## src/rtl/mem_wb_stage_pkg.sv

```systemverilog
`default_nettype none
// ============================================================================
//  Module   : cpu_defs (package)
//  Purpose  : Shared encodings for the MIPS16 memory / write-back stage:
//             memory-op codes, the "no write" register index and the SRAM
//             sequencer state encoding.
//  Revision : 1.0  initial release
// ============================================================================
package cpu_defs;

   localparam logic [1:0] MEM_LOAD  = 2'b01;
   localparam logic [1:0] MEM_STORE = 2'b10;
   localparam logic [1:0] MEM_NONE  = 2'b11;

   localparam logic [3:0] REG_NONE  = 4'b1111;

   typedef enum logic [2:0] {
      ST_IDLE     = 3'd0,
      ST_RD_WAIT  = 3'd1,
      ST_WR_SETUP = 3'd2,
      ST_WR_PULSE = 3'd3,
      ST_WR_HOLD  = 3'd4
   } sram_state_t;

endpackage
`default_nettype wire

```

## src/rtl/mem_wb_stage_sram_ctrl.sv

```systemverilog
`default_nettype none
// ============================================================================
//  Module   : sram_ctrl
//  Purpose  : Sequences one asynchronous-SRAM read or write per request.
//             Owns the access FSM, the wait counter, the latched address /
//             write data and all SRAM strobes (registered, glitch-free).
//  Ports    : clk, rst (async, active-low)
//             start_load / start_store : request, sampled only in IDLE
//             addr / wdata             : captured on request
//             busy                     : FSM not in IDLE (Moore)
//             done                     : read completes on the coming edge
//             ram_addr / ram_data_out  : latched address / write data
//             ram_data_oe, ram_en_n, ram_oe_n, ram_we_n : bus controls
//  Revision : 1.0  initial release
// ============================================================================
module sram_ctrl
   import cpu_defs::*;
#(
   parameter int WAIT_CYCLES = 1
) (
   input  logic        clk,
   input  logic        rst,
   input  logic        start_load,
   input  logic        start_store,
   input  logic [15:0] addr,
   input  logic [15:0] wdata,
   output logic        busy,
   output logic        done,
   output logic [15:0] ram_addr,
   output logic [15:0] ram_data_out,
   output logic        ram_data_oe,
   output logic        ram_en_n,
   output logic        ram_oe_n,
   output logic        ram_we_n
);

   localparam logic [3:0] C_WAIT = WAIT_CYCLES[3:0];

   sram_state_t state_q, state_d;
   logic [3:0]  cnt_q, cnt_d;
   logic [15:0] addr_q, addr_d;
   logic [15:0] wdata_q, wdata_d;
   logic        data_oe_q, data_oe_d;
   logic        en_n_q, en_n_d;
   logic        oe_n_q, oe_n_d;
   logic        we_n_q, we_n_d;

   always_ff @(posedge clk or negedge rst) begin
      if (!rst) begin
         state_q   <= ST_IDLE;
         cnt_q     <= 4'd0;
         addr_q    <= 16'd0;
         wdata_q   <= 16'd0;
         data_oe_q <= 1'b0;
         en_n_q    <= 1'b1;
         oe_n_q    <= 1'b1;
         we_n_q    <= 1'b1;
      end else begin
         state_q   <= state_d;
         cnt_q     <= cnt_d;
         addr_q    <= addr_d;
         wdata_q   <= wdata_d;
         data_oe_q <= data_oe_d;
         en_n_q    <= en_n_d;
         oe_n_q    <= oe_n_d;
         we_n_q    <= we_n_d;
      end
   end

   always_comb begin
      state_d = state_q;
      cnt_d   = cnt_q;
      addr_d  = addr_q;
      wdata_d = wdata_q;
      done    = 1'b0;

      case (state_q)
         ST_IDLE: begin
            if (start_load) begin
               addr_d  = addr;
               cnt_d   = C_WAIT;
               state_d = ST_RD_WAIT;
            end else if (start_store) begin
               addr_d  = addr;
               wdata_d = wdata;
               state_d = ST_WR_SETUP;
            end
         end
         ST_RD_WAIT: begin
            // <= 1 rather than == 1 so an out-of-range count cannot hang
            if (cnt_q <= 4'd1) begin
               done    = 1'b1;
               cnt_d   = 4'd0;
               state_d = ST_IDLE;
            end else begin
               cnt_d = cnt_q - 4'd1;
            end
         end
         ST_WR_SETUP: begin
            cnt_d   = C_WAIT;
            state_d = ST_WR_PULSE;
         end
         ST_WR_PULSE: begin
            if (cnt_q <= 4'd1) begin
               cnt_d   = 4'd0;
               state_d = ST_WR_HOLD;
            end else begin
               cnt_d = cnt_q - 4'd1;
            end
         end
         ST_WR_HOLD: begin
            state_d = ST_IDLE;
         end
         default: begin
            cnt_d   = 4'd0;
            state_d = ST_IDLE;
         end
      endcase

      // Strobes are decoded from the next state and registered, so each one
      // switches exactly on the edge that enters/leaves its phase.
      en_n_d    = (state_d == ST_IDLE);
      oe_n_d    = (state_d != ST_RD_WAIT);
      we_n_d    = (state_d != ST_WR_PULSE);
      data_oe_d = (state_d == ST_WR_SETUP) || (state_d == ST_WR_PULSE) ||
                  (state_d == ST_WR_HOLD);
   end

   assign busy         = (state_q != ST_IDLE);
   assign ram_addr     = addr_q;
   assign ram_data_out = wdata_q;
   assign ram_data_oe  = data_oe_q;
   assign ram_en_n     = en_n_q;
   assign ram_oe_n     = oe_n_q;
   assign ram_we_n     = we_n_q;

endmodule
`default_nettype wire

```

## src/rtl/mem_wb_stage.sv

```systemverilog
`default_nettype none
// ============================================================================
//  Module   : mem_wb_stage
//  Purpose  : MIPS16 memory-access / write-back stage. Accepts one op per
//             cycle while idle; ALU ops write back after one edge, loads and
//             stores go through sram_ctrl and stall the upstream pipeline.
//             Write-back port comes straight from flops for the decode
//             stage's falling-edge register-file write.
//  Ports    : clk, rst (async, active-low)
//             aluResult, storeData, controlMem, memToReg, writeReg : op in
//             stall                        : upstream must hold
//             writeBackReg, writeBackData  : register-file write (15 = none)
//             ramAddr, ramDataOut, ramDataIn, ramDataOe,
//             ramEN_n, ramOE_n, ramWE_n    : asynchronous SRAM interface
//  Revision : 1.0  initial release
// ============================================================================
module mem_wb_stage
   import cpu_defs::*;
#(
   parameter int WAIT_CYCLES = 1
) (
   input  logic        clk,
   input  logic        rst,
   input  logic [15:0] aluResult,
   input  logic [15:0] storeData,
   input  logic [1:0]  controlMem,
   input  logic        memToReg,
   input  logic [3:0]  writeReg,
   output logic        stall,
   output logic [3:0]  writeBackReg,
   output logic [15:0] writeBackData,
   output logic [17:0] ramAddr,
   output logic [15:0] ramDataOut,
   input  logic [15:0] ramDataIn,
   output logic        ramDataOe,
   output logic        ramEN_n,
   output logic        ramOE_n,
   output logic        ramWE_n
);

   logic        busy;
   logic        done;
   logic [15:0] mem_addr;
   logic        start_load;
   logic        start_store;
   logic        start_alu;

   logic [3:0]  wb_reg_q, wb_reg_d;
   logic [15:0] wb_data_q, wb_data_d;
   logic [3:0]  ld_reg_q, ld_reg_d;
   logic        ld_m2r_q, ld_m2r_d;

   // Accept happens only on edges where the sequencer is idle.
   assign start_load  = !busy && (controlMem == MEM_LOAD);
   assign start_store = !busy && (controlMem == MEM_STORE);
   assign start_alu   = !busy && !start_load && !start_store;

   sram_ctrl #(
      .WAIT_CYCLES (WAIT_CYCLES)
   ) u_sram_ctrl (
      .clk          (clk),
      .rst          (rst),
      .start_load   (start_load),
      .start_store  (start_store),
      .addr         (aluResult),
      .wdata        (storeData),
      .busy         (busy),
      .done         (done),
      .ram_addr     (mem_addr),
      .ram_data_out (ramDataOut),
      .ram_data_oe  (ramDataOe),
      .ram_en_n     (ramEN_n),
      .ram_oe_n     (ramOE_n),
      .ram_we_n     (ramWE_n)
   );

   always_ff @(posedge clk or negedge rst) begin
      if (!rst) begin
         wb_reg_q  <= REG_NONE;
         wb_data_q <= 16'd0;
         ld_reg_q  <= REG_NONE;
         ld_m2r_q  <= 1'b0;
      end else begin
         wb_reg_q  <= wb_reg_d;
         wb_data_q <= wb_data_d;
         ld_reg_q  <= ld_reg_d;
         ld_m2r_q  <= ld_m2r_d;
      end
   end

   always_comb begin
      ld_reg_d  = ld_reg_q;
      ld_m2r_d  = ld_m2r_q;
      wb_reg_d  = REG_NONE;   // any edge without a completion writes nothing
      wb_data_d = wb_data_q;

      if (start_load) begin
         ld_reg_d = writeReg;
         ld_m2r_d = memToReg;
      end

      if (done) begin
         wb_reg_d  = ld_reg_q;
         wb_data_d = ld_m2r_q ? mem_addr : ramDataIn;
      end else if (start_alu) begin
         wb_reg_d  = writeReg;
         wb_data_d = aluResult;
      end
   end

   assign stall         = busy;
   assign writeBackReg  = wb_reg_q;
   assign writeBackData = wb_data_q;
   assign ramAddr       = {2'b00, mem_addr};

endmodule
`default_nettype wire
```

## config.mk

```make
export PLATFORM = sky130hd
export DESIGN_NAME = mem_wb_stage
export DESIGN_NICKNAME = d
export VERILOG_FILES = /design/src/rtl/mem_wb_stage_pkg.sv /design/src/rtl/mem_wb_stage_sram_ctrl.sv /design/src/rtl/mem_wb_stage.sv
export SDC_FILE = /design/constraint.sdc
export NUM_CORES = 1
export LEC_CHECK = 0
export CAP_MARGIN = 20
export CORE_ASPECT_RATIO = 1.25
export CORE_MARGIN = 3
export CORE_UTILIZATION = 40
export CTS_CLUSTER_DIAMETER = 40
export DETAILED_ROUTE_END_ITERATION = 12
export PLACE_DENSITY = 0.76
export SETUP_SLACK_MARGIN = 0.02
export SLEW_MARGIN = 30
export SYNTH_ARGS = -nofsm -noshare
export SYNTH_HDL_FRONTEND = slang
export SYNTH_SLANG_ARGS = --single-unit
```

## constraint.sdc

```tcl
create_clock -name clk -period 2.6 [get_ports clk]
set_clock_uncertainty 0.2 [all_clocks]
set_input_delay 0.39 -clock clk [delete_from_list [all_inputs] [get_ports clk]]
set_output_delay 0.39 -clock clk [all_outputs]
set_load 0.005 [all_outputs]
```

==> results_dict.tcl <==
set metrics [dict create \
    r2r_start "u_sram_ctrl.state_q[0]" \
    cts.sinks 68 \
    antenna_found_initial 0 \
    relSlewSlack 0.496 \
    antenna_left 0 \
    maxCapViolCount 0 \
    fin_cells 447 \
    port_buffers 113 \
    netlist_instances 234 \
    finalHoldViolations 0 \
    viasPerCell 5.04 \
    tightest_slew_ns 0.754 \
    slew_viol_final 0 \
    critPathKind "reg2out" \
    cp_max_fo 8 \
    hpwl_mm 5.30 \
    overflow 0 \
    endpoint_kind "output pin" \
    critical_path_buf_inv_count 2 \
    clock_latency_ns 0.33 \
    final.period_utilization 0.862 \
    wl_per_cell_um 16.5 \
    hp-class "reg2reg" \
    ys_types 37 \
    ys_seq_elements 68 \
    final_cell_area_um2 4430 \
    p_seq_frac 0.365 \
    ff_latch_area_um2 1720 \
    path_clk_slew_ns 0.07 \
    leakage_nw 1.91 \
    post-route-util 0.624 \
    post_cts_buffers 0 \
    ys_warn_count 0 \
    ys.flop_type "dfrtp_1" \
    cts_root_buf "clkbuf_8" \
    dieWidth_um 83.3 \
    clkPwrFrac 0.169 \
    crit_cells 3 \
    synth.cell_area_um2 2990 \
    die_y_um 103 \
    finalWorstSetupSlack_ns 0.360 \
    vias 2253 \
    combinationalPowerShare 0.465 \
    grt_pass1_vias 2359 \
    slowest_delay_ns 0.49 \
    crit_chain "nor3_4 > inv_2 > clkdlybuf4s50_1" \
    cpMaxStageDelayCell "dfrtp_1" \
    worstSetupEndpoint "stall" \
    ir_drop_mv 0.643 \
    r2r_cells 5 \
    clockBufferDepth 2 \
    area_growth_pct 48.2 \
    grt_pass1_wl_mm 11.7 \
    holdWs_ns 0.304 \
    routabilityCongestion 0.761 \
    seq_area_frac_synth 0.574 \
    power.switching_mw 1.80 \
    placed_cell_area_um2 4200 \
    dieArea_um2 8560 \
    nets 411 \
    grt_max_degree 38 \
    crit_arrival_ns 1.65 \
    required_ns 2.01 \
    io_pins 116 \
    multiInputGateArea_um2 1200 \
    tns_ns 0 \
    cts_resized 0 \
    fillers 558 \
    period_needed_ns 2.24 \
    whs_path_depth 1 \
    diodes 0 \
    wirelength_mm 7.38 \
    r2r_setup_slack_ns 0.46 \
    ys_async_sr_fraction 1.00 \
    p_per_area_nw_per_um2 1270 \
    path_delay_family "buffers and inverters" \
    intPower_mw 3.82 \
    drive_gt1_frac 0.216 \
    cts_max_level 3 \
    rsz0062_at_grt "no" \
    synth.avg_cell_area_um2 12.8 \
    row_count 34 \
    critPathLaunchType "flop" \
    crit_start "u_sram_ctrl.state_q[0]" \
    fmax_mhz 446 \
    cts_tree "yes" \
    drt-initial-drc-count 92 \
    place_inst 430 \
    coreArea_um2 7100 \
    first_pass_iters 4 \
    dpl_worst_slack_ns 0.214 \
    drc_errors 0 \
    start_util 0.421 \
    r2r_end "writeBackData[14]" \
    power_mw 5.61 \
    gr-usage-all-layers 0.175 \
    status "finished clean" \
    setup_viol 0 \
    synth-edff-count 0 \
    p_sw_frac 0.320 \
    numCtsBuffers 9 \
]
synth_stat cells (2+ instances only):
library cell   n  share of area
buf_4          2         0.0050
a21oi_1       17          0.028
mux2i_1       17          0.057
o22a_1         4          0.012
nand2_1       22          0.028
a22oi_1       16          0.040
dfrtp_1       57           0.48
nand2b_1       2         0.0042
dfstp_2       11          0.097
mux2_2        32           0.12
nor2_1         7         0.0088
o31a_1         2         0.0059
buf_2          8          0.013
ha_1           2         0.0084
mux2_4         5          0.025
o31ai_1        2         0.0050
clkbuf_1       3         0.0038
inv_1          3         0.0038
nor3_1         2         0.0033
o21ai_0        3         0.0050
per-layer routing:
metal	share of wire	track usage
met5	0	0
met4	0.024	0.0906
met3	0.045	0.0312
met2	0.53	0.300
met1	0.40	0.213
worst min path at each step:
stage                                             from                           end  slack (ns)
after global routing       u_sram_ctrl.ram_data_out[3]   u_sram_ctrl.ram_data_out[3]        0.31
after floorplan                                    rst                      ld_m2r_q       -0.11
after global placement                             rst  u_sram_ctrl.ram_data_out[15]        0.25
after CTS                  u_sram_ctrl.ram_data_out[3]   u_sram_ctrl.ram_data_out[3]        0.31
final                     u_sram_ctrl.ram_data_out[12]  u_sram_ctrl.ram_data_out[12]        0.30
after detailed placement                           rst   u_sram_ctrl.ram_data_out[8]        0.25
power by group through the flow:
| stage | combinational [mW] | clock (mW) | sequential (mW) |
|---|---|---|---|
| 3_3_place_gp | 2.58 | 0 | 2.04 |
| 2_1_floorplan | 1.36 | 0 | 1.99 |
| 4_1_cts | 2.66 | 0.967 | 2.05 |
| 6_report | 2.61 | 0.951 | 2.05 |
| 3_5_place_dp | 2.64 | 0 | 2.07 |
| 5_1_grt | 2.85 | 1.01 | 2.12 |
layout by cell type (no fill, tap or decap), types with 2 or more instances in the layout:
cell	Yosys	layout
a21oi_1	17	17
a22oi_1	16	16
buf_4	2	5
bufinv_16	0	2
clkbuf_8	0	10
clkdlybuf4s50_1	0	112
clkinv_2	0	3
conb_1	1	2
dfrtp_1	57	56
dfstp_2	11	11
ha_1	2	2
inv_1	3	3
mux2_2	32	32
mux2_4	5	5
mux2i_1	17	17
nand2_1	22	22
nand2b_1	2	2
nor2_1	7	7
nor3_1	2	2
o21ai_0	3	3
o22a_1	4	4
o31a_1	2	2
o31ai_1	2	2
what timing repair did:
action	in CTS	in global routing
hold buffers	1	0
setup endpoints to repair	0	0
endpoints found under the hold margin	57	0
flip-flops by register name, indices dropped and copies added (netlist names):
name / flops
ld_reg_q: 4
u_sram_ctrl.ram_we_n: 1
writeBackData: 16
u_sram_ctrl.cnt_q: 4
u_sram_ctrl.state_q: 3
ld_m2r_q: 1
u_sram_ctrl.ram_en_n: 1
u_sram_ctrl.ram_data_out: 16
u_sram_ctrl.ram_oe_n: 1
writeBackReg: 4
u_sram_ctrl.ram_data_oe: 1
u_sram_ctrl.ram_addr: 16
kinds of logic (layout without fill, tap and decap cells):
group,after synthesis,after routing,share of synthesized area
simple gates,44,44,0.0795
mux,54,54,0.203
flops,68,68,0.574
xor+xnor,1,1,0.00293
other cells,1,2,0.00125
buf+inv,17,139,0.0272
compound gates,47,47,0.105
fa+ha+maj,2,2,0.00837
cell type report:
class                   count  share of cell area
inverters                   4             0.00339
well taps                  90              0.0254
multi-input cells         150               0.270
clock inverters             5              0.0169
flip-flops and latches     68               0.387
clock buffers              11              0.0319
repair buffers            119               0.265
(Power assumes the default switching activity.)
